==> config.mk <==
export PLATFORM = sky130hd
export DESIGN_NAME = gru_request_arbiter
export DESIGN_NICKNAME = d
export VERILOG_FILES = /design/src/rtl/gru_request_arbiter.sv
export SDC_FILE = /design/constraint.sdc
export NUM_CORES = 1
export LEC_CHECK = 0
export ABC_AREA = 1
export CAP_MARGIN = 20
export CELL_PAD_IN_SITES_DETAIL_PLACEMENT = 0
export CELL_PAD_IN_SITES_GLOBAL_PLACEMENT = 1
export CORE_AREA = 2 2 595 597
export CTS_CLUSTER_SIZE = 30
export DETAILED_ROUTE_END_ITERATION = 16
export DIE_AREA = 0 0 597 599
export PLACE_DENSITY = 0.36
export SLEW_MARGIN = 40
export SYNTH_ARGS = -nofsm -noshare
export SYNTH_HDL_FRONTEND = slang
export SYNTH_SLANG_ARGS = --single-unit
==> constraint.sdc <==
create_clock -name clk -period 2.6 [get_ports clk]
set_clock_uncertainty 0.05 [all_clocks]
set_input_delay 0.52 -clock clk [delete_from_list [all_inputs] [get_ports clk]]
set_output_delay 0.52 -clock clk [all_outputs]
set_load 0.005 [all_outputs]
==> src/rtl/gru_request_arbiter.sv <==
// Round-robin arbiter that shares one GRU_Model among NUM_REQ channels, runs the
// model's four-phase start/done handshake and returns tagged predictions.
`timescale 1ns/1ps

module gru_request_arbiter #(
  parameter int DATA_WIDTH      = 32,
  parameter int INPUT_FEATURES  = 3,
  parameter int SEQUENCE_LENGTH = 3,
  parameter int NUM_REQ         = 4,
  parameter int ID_W            = 2,
  parameter int TIMEOUT_CYCLES  = 4096,
  parameter int SEQ_W           = SEQUENCE_LENGTH * INPUT_FEATURES * DATA_WIDTH
) (
  input  logic                     clk,
  input  logic                     rstn,
  input  logic [NUM_REQ-1:0]       i_req,
  input  logic [NUM_REQ*SEQ_W-1:0] i_seq_flat,
  output logic [NUM_REQ-1:0]       o_grant,
  output logic                     o_model_start,
  output logic [SEQ_W-1:0]         o_model_seq_flat,
  input  logic                     i_model_done,
  input  logic [DATA_WIDTH-1:0]    i_model_prediction,
  output logic                     o_resp_valid,
  input  logic                     i_resp_ready,
  output logic [ID_W-1:0]          o_resp_id,
  output logic [DATA_WIDTH-1:0]    o_resp_data,
  output logic                     o_resp_err,
  output logic                     o_busy,
  output logic                     o_fault
);

  // state      | meaning
  // S_IDLE     | waiting for any request; grants on the edge it sees one
  // S_RUN      | start held high, waiting for done to rise
  // S_RELEASE  | start dropped, waiting for done to fall
  // S_RESP     | prediction response offered, waiting for ready
  // S_FAULT_RESP | timeout error response offered, waiting for ready
  // S_FAULT    | model hung; parked until reset
  typedef enum logic [2:0] {
    S_IDLE, S_RUN, S_RELEASE, S_RESP, S_FAULT_RESP, S_FAULT
  } state_t;

  localparam int CNT_W = $clog2(TIMEOUT_CYCLES) + 1;
  localparam logic [CNT_W-1:0] CNT_LAST = CNT_W'(TIMEOUT_CYCLES - 1);

  state_t                 state_q, state_d;
  logic [ID_W-1:0]        ptr_q, ptr_d;
  logic [ID_W-1:0]        id_q, id_d;
  logic [SEQ_W-1:0]       seq_q, seq_d;
  logic [DATA_WIDTH-1:0]  pred_q, pred_d;
  logic [CNT_W-1:0]       cnt_q, cnt_d;
  logic [NUM_REQ-1:0]     grant_q, grant_d;
  logic                   fault_q, fault_d;

  logic                   req_any;
  logic [ID_W-1:0]        pick_id;
  logic [ID_W-1:0]        cand;
  logic                   timeout;

  // Scan upward from the channel after the last winner, wrapping around.
  always_comb begin
    req_any = 1'b0;
    pick_id = '0;
    cand    = '0;
    for (int i = 1; i <= NUM_REQ; i++) begin
      cand = ID_W'((int'(ptr_q) + i) % NUM_REQ);
      if (!req_any && i_req[cand]) begin
        req_any = 1'b1;
        pick_id = cand;
      end
    end
  end

  assign timeout = (cnt_q == CNT_LAST);

  always_comb begin
    state_d = state_q;
    ptr_d   = ptr_q;
    id_d    = id_q;
    seq_d   = seq_q;
    pred_d  = pred_q;
    cnt_d   = cnt_q;
    fault_d = fault_q;
    grant_d = '0;
    case (state_q)
      S_IDLE: begin
        if (req_any) begin
          grant_d = NUM_REQ'(1) << pick_id;
          seq_d   = i_seq_flat[int'(pick_id)*SEQ_W +: SEQ_W];
          id_d    = pick_id;
          ptr_d   = pick_id;
          cnt_d   = '0;
          state_d = S_RUN;
        end
      end
      S_RUN, S_RELEASE: begin
        cnt_d = cnt_q + CNT_W'(1);
        // A hung model takes priority over a done edge seen on the same cycle.
        if (timeout) begin
          pred_d  = '0;
          fault_d = 1'b1;
          state_d = S_FAULT_RESP;
        end else if (state_q == S_RUN) begin
          if (i_model_done) begin
            pred_d  = i_model_prediction;
            state_d = S_RELEASE;
          end
        end else if (!i_model_done) begin
          state_d = S_RESP;
        end
      end
      S_RESP: begin
        if (i_resp_ready) state_d = S_IDLE;
      end
      S_FAULT_RESP: begin
        if (i_resp_ready) state_d = S_FAULT;
      end
      S_FAULT: state_d = S_FAULT;
      default: state_d = S_IDLE;
    endcase
  end

  always_ff @(posedge clk or negedge rstn) begin
    if (!rstn) begin
      state_q <= S_IDLE;
      ptr_q   <= ID_W'(NUM_REQ - 1);
      id_q    <= '0;
      seq_q   <= '0;
      pred_q  <= '0;
      cnt_q   <= '0;
      grant_q <= '0;
      fault_q <= 1'b0;
    end else begin
      state_q <= state_d;
      ptr_q   <= ptr_d;
      id_q    <= id_d;
      seq_q   <= seq_d;
      pred_q  <= pred_d;
      cnt_q   <= cnt_d;
      grant_q <= grant_d;
      fault_q <= fault_d;
    end
  end

  // Handshake outputs decode straight from state so reset drops them at once.
  assign o_grant          = grant_q;
  assign o_model_start    = (state_q == S_RUN);
  assign o_model_seq_flat = seq_q;
  assign o_resp_valid     = (state_q == S_RESP) || (state_q == S_FAULT_RESP);
  assign o_resp_id        = id_q;
  assign o_resp_data      = pred_q;
  assign o_resp_err       = (state_q == S_FAULT_RESP);
  assign o_busy           = (state_q != S_IDLE);
  assign o_fault          = fault_q;

endmodule

==> impl_metrics.ini <==
[run_status]
status = finished, violations left
violations = negative setup slack

[global_routing]
track_usage_pct = 15.8
grt_max_degree = 65
grt_pass1_wl_um = 378000
antenna_found_initial = 158
grt_pass1_vias = 38284
gr-total-overflow = 0

[clock_tree]
cts_root_buf = clkbuf_16
worstSkewPairLatency_ns = 0.73
cts_buffers = 56
cts_sinks = 345
clkTransAtPathRegs_ns = 0.06
clock_path_buffers = 3
tritoncts = done
htreeDepth = 2

[worst_setup_path]
path_cells = buf_12 -> nand2_1 -> nand2_1 -> nand2_1 -> nand2_2 -> nand2_2 -> buf_6 -> nand3_4 -> nand3_4 -> buf_12 -> clkbuf_16 -> buf_4 -> or2_2 -> nand3_4 -> nand3_1
cp.arrival_ns = 3.33
max_stage_delay_ns = 0.61
startpoint_type = flop
critPathRequiredTime_ns = 3.15
end_kind = flop
timing.critical_path.buf_inv = 5
critPathSlowestCell = dfstp_2
worstSetupPathType = flop to flop
path_max_fanout = 9
cp_top_family = simple AND/OR/NAND/NOR gates

[floorplanning]
die_w_um = 597
initial_core_util_pct = 7.64
io_pins = 1523
core-area_um2 = 351000
die_area_um2 = 358000
num_rows = 218
die_h_um = 599

[synthesis]
synth_warnings = 0
yosysTopAreaCell = dfrtp_1
postSynthCellCount = 4382
synth.distinct_cells = 37
netlist_area_um2 = 26900
synth_top_area_share_pct = 32.0
ys_ff_latch = 345
ys_seq_area_share_pct = 32.2
synth_fp_nets = 5575
synth_area_leaders = dfrtp_1 (32%), nand2_1 (20%), nand3_1 (14%), inv_1 (12%), nand4_1 (6.7%)
syn_area_per_cell_um2 = 6.13

[detailed_routing]
first_iter_violations = 2088
post-route-drc-count = 0
num_vias = 36862
drtPass1Iterations = 7
postRouteWirelength_um = 298000
routed-wl-met3_um = 25400
drtAntennaViolNets = 0
vias_per_cell = 3.37
routedWlPerCell_um = 27.3
drt-met1-wl_um = 126000
top_layer_used = met5
wl_met2_um = 141000

[place]
placed_cell_area_um2 = 49700
place_hpwl_um = 233000
placed_cells = 10528
gp_congestion = 0.869
portBuffers = 1522
place_ws_ns = -0.771

[timing]
period_share_pct = 107
rsz0062_at_grt = yes
hold_viol = 0
setup_slack_ns = -0.176
timing.fmax_mhz = 360
slew_headroom_pct = 54.1
maxSlewViolCount = 0
tightest_slew_ns = 0.692
fin_crit_ns = 2.78
setup_viol = 271

[power_and_ir_drop]
power_switching_w = 0.0511
worst_ir_drop_vdd_uv = 1130
power_frac_seq_pct = 9.8
p_per_area_nw_per_um2 = 1780
power_frac_comb_pct = 82.1
sw_frac_of_total_pct = 49.0
pwr-share-clk_pct = 8.1
p_int_w = 0.0532
power_w = 0.104
leakage_nw = 27.6

[finish]
nets = 7410
postLayoutCellArea_um2 = 58700
instances_no_fill = 10927
finish.utilization_pct = 16.7
drive_gt1_share_pct = 17.4
syn2layout_area_growth_pct = 119

[worst_hold_path]
hp-class = primary input to asynchronous set/reset pin

[flow_run]
maxCapViolCount = 0
[routing by layer]
| metal | track usage, % | vias to the layer above |
|---|---|---|
| met5 | 0 | - |
| met4 | 2.97 | 88 |
| met3 | 5.84 | 295 |
| met2 | 26.8 | 1406 |
| met1 | 19.2 | 17814 |
| li1 | - | 17259 |
[worst paths after layout]
kind | to | cells after the start | startpoint | slack [ns]
worst min-delay path | o_model_seq_flat[57] | 2 | rstn | 0.26
max in group asynchronous | o_model_seq_flat[166] | 5 | rstn | 1.15
worst min register to register | o_fault | 2 | o_fault | 0.42
min in group clk | o_resp_data[2] | 3 | i_model_prediction[2] | 0.28
worst max-delay path | o_model_seq_flat[230] | 15 | ptr_q[0] | -0.18
worst max register to register | o_model_seq_flat[230] | 15 | ptr_q[0] | -0.18
[per-stage QoR]
step	hold WS, ns	setup TNS, ns
after floorplan	0.174	0
after global placement	0.409	-152.00
after detailed placement	0.410	-133.03
after CTS	0.173	-19.65
after global routing	0.213	-59.40
final	0.257	-20.26
[worst register-to-register path, stage by stage, from the launching register on]
cell and delay [ns]:
dfstp_2 0.61, buf_12 0.13, nand2_1 0.08, nand2_1 0.10, nand2_1 0.06, nand2_2 0.07, nand2_2 0.06, buf_6 0.12
nand3_4 0.08, nand3_4 0.16, buf_12 0.22, clkbuf_16 0.25, buf_4 0.17, or2_2 0.30, nand3_4 0.10, nand3_1 0.09
[cell families (layout without fill, tap and decap cells)]
kind of cell	Yosys count	after routing	synth area share, %
XOR/XNOR	2	2	0.0652
AO/OA/AOI/OAI	24	24	0.522
flip-flops	345	345	32.2
other	0	43	0
AND/OR/NAND/NOR	2805	2805	48.2
buffers and inverters	1205	3087	19.0
adder cells (fa/ha/maj)	1	1	0.0466
[power groups by stage]
stage	registers (W)	logic, W	clock network [W]
after global routing	0.0106	0.0923	0.00910
after CTS	0.0103	0.0823	0.00898
after global placement	0.0103	0.0611	0
final	0.0102	0.0856	0.00848
after floorplan	0.00979	0.0292	0
after detailed placement	0.0104	0.0607	0
[cells in the final DEF (no fill, tap or decap), types with 112 or more instances in the layout]
cell,instances
clkdlybuf4s50_1,1497
nand2_1,1340
inv_1,886
nand3_1,581
dfrtp_1,343
nand4_1,289
buf_4,196
or2_1,155
nand3_2,145
buf_12,115
buf_16,112
[state kept, by name (all words and copies together) (netlist names)]
signal / cells
cnt_q: 13
o_fault: 1
o_grant: 4
o_model_seq_flat: 288
o_resp_data: 32
o_resp_id: 2
ptr_q: 2
state_q: 3
[area by class of cell]
class	instances	area, um^2
inverters	894	3380
clock buffers	81	1610
diodes	43	108
fillers	40238	293000
repair inverters	1	20.0
well taps	4620	5780
flip-flops and latches	345	8640
clock inverters	24	352
repair buffers	2087	24300
multi-input cells	2832	14500
[synthesized netlist by cell type (all sizes together)]
cell type / n
inv: 893
nand4: 289
a31oi: 1
o21bai: 1
buf: 190
o22ai: 4
xor2: 2
or2: 290
clkinv: 1
clkbuf: 121
and2: 1
o21ai: 8
nor3: 3
o31ai: 1
a41oi: 1
nand3: 742
a21oi: 6
o21a: 1
a22oi: 1
nor2: 25
dfrtp: 343
dfstp: 2
nand2: 1455
ha: 1
[repair_timing]
item,in CTS,in global routing
setup endpoints to repair,319,355
endpoints found under the hold margin,63,0
gates resized for setup,485,208
hold buffers,1,0
buffers inserted,129,26
pin swaps,287,42
gates cloned,87,21
(Power assumes the default switching activity.)
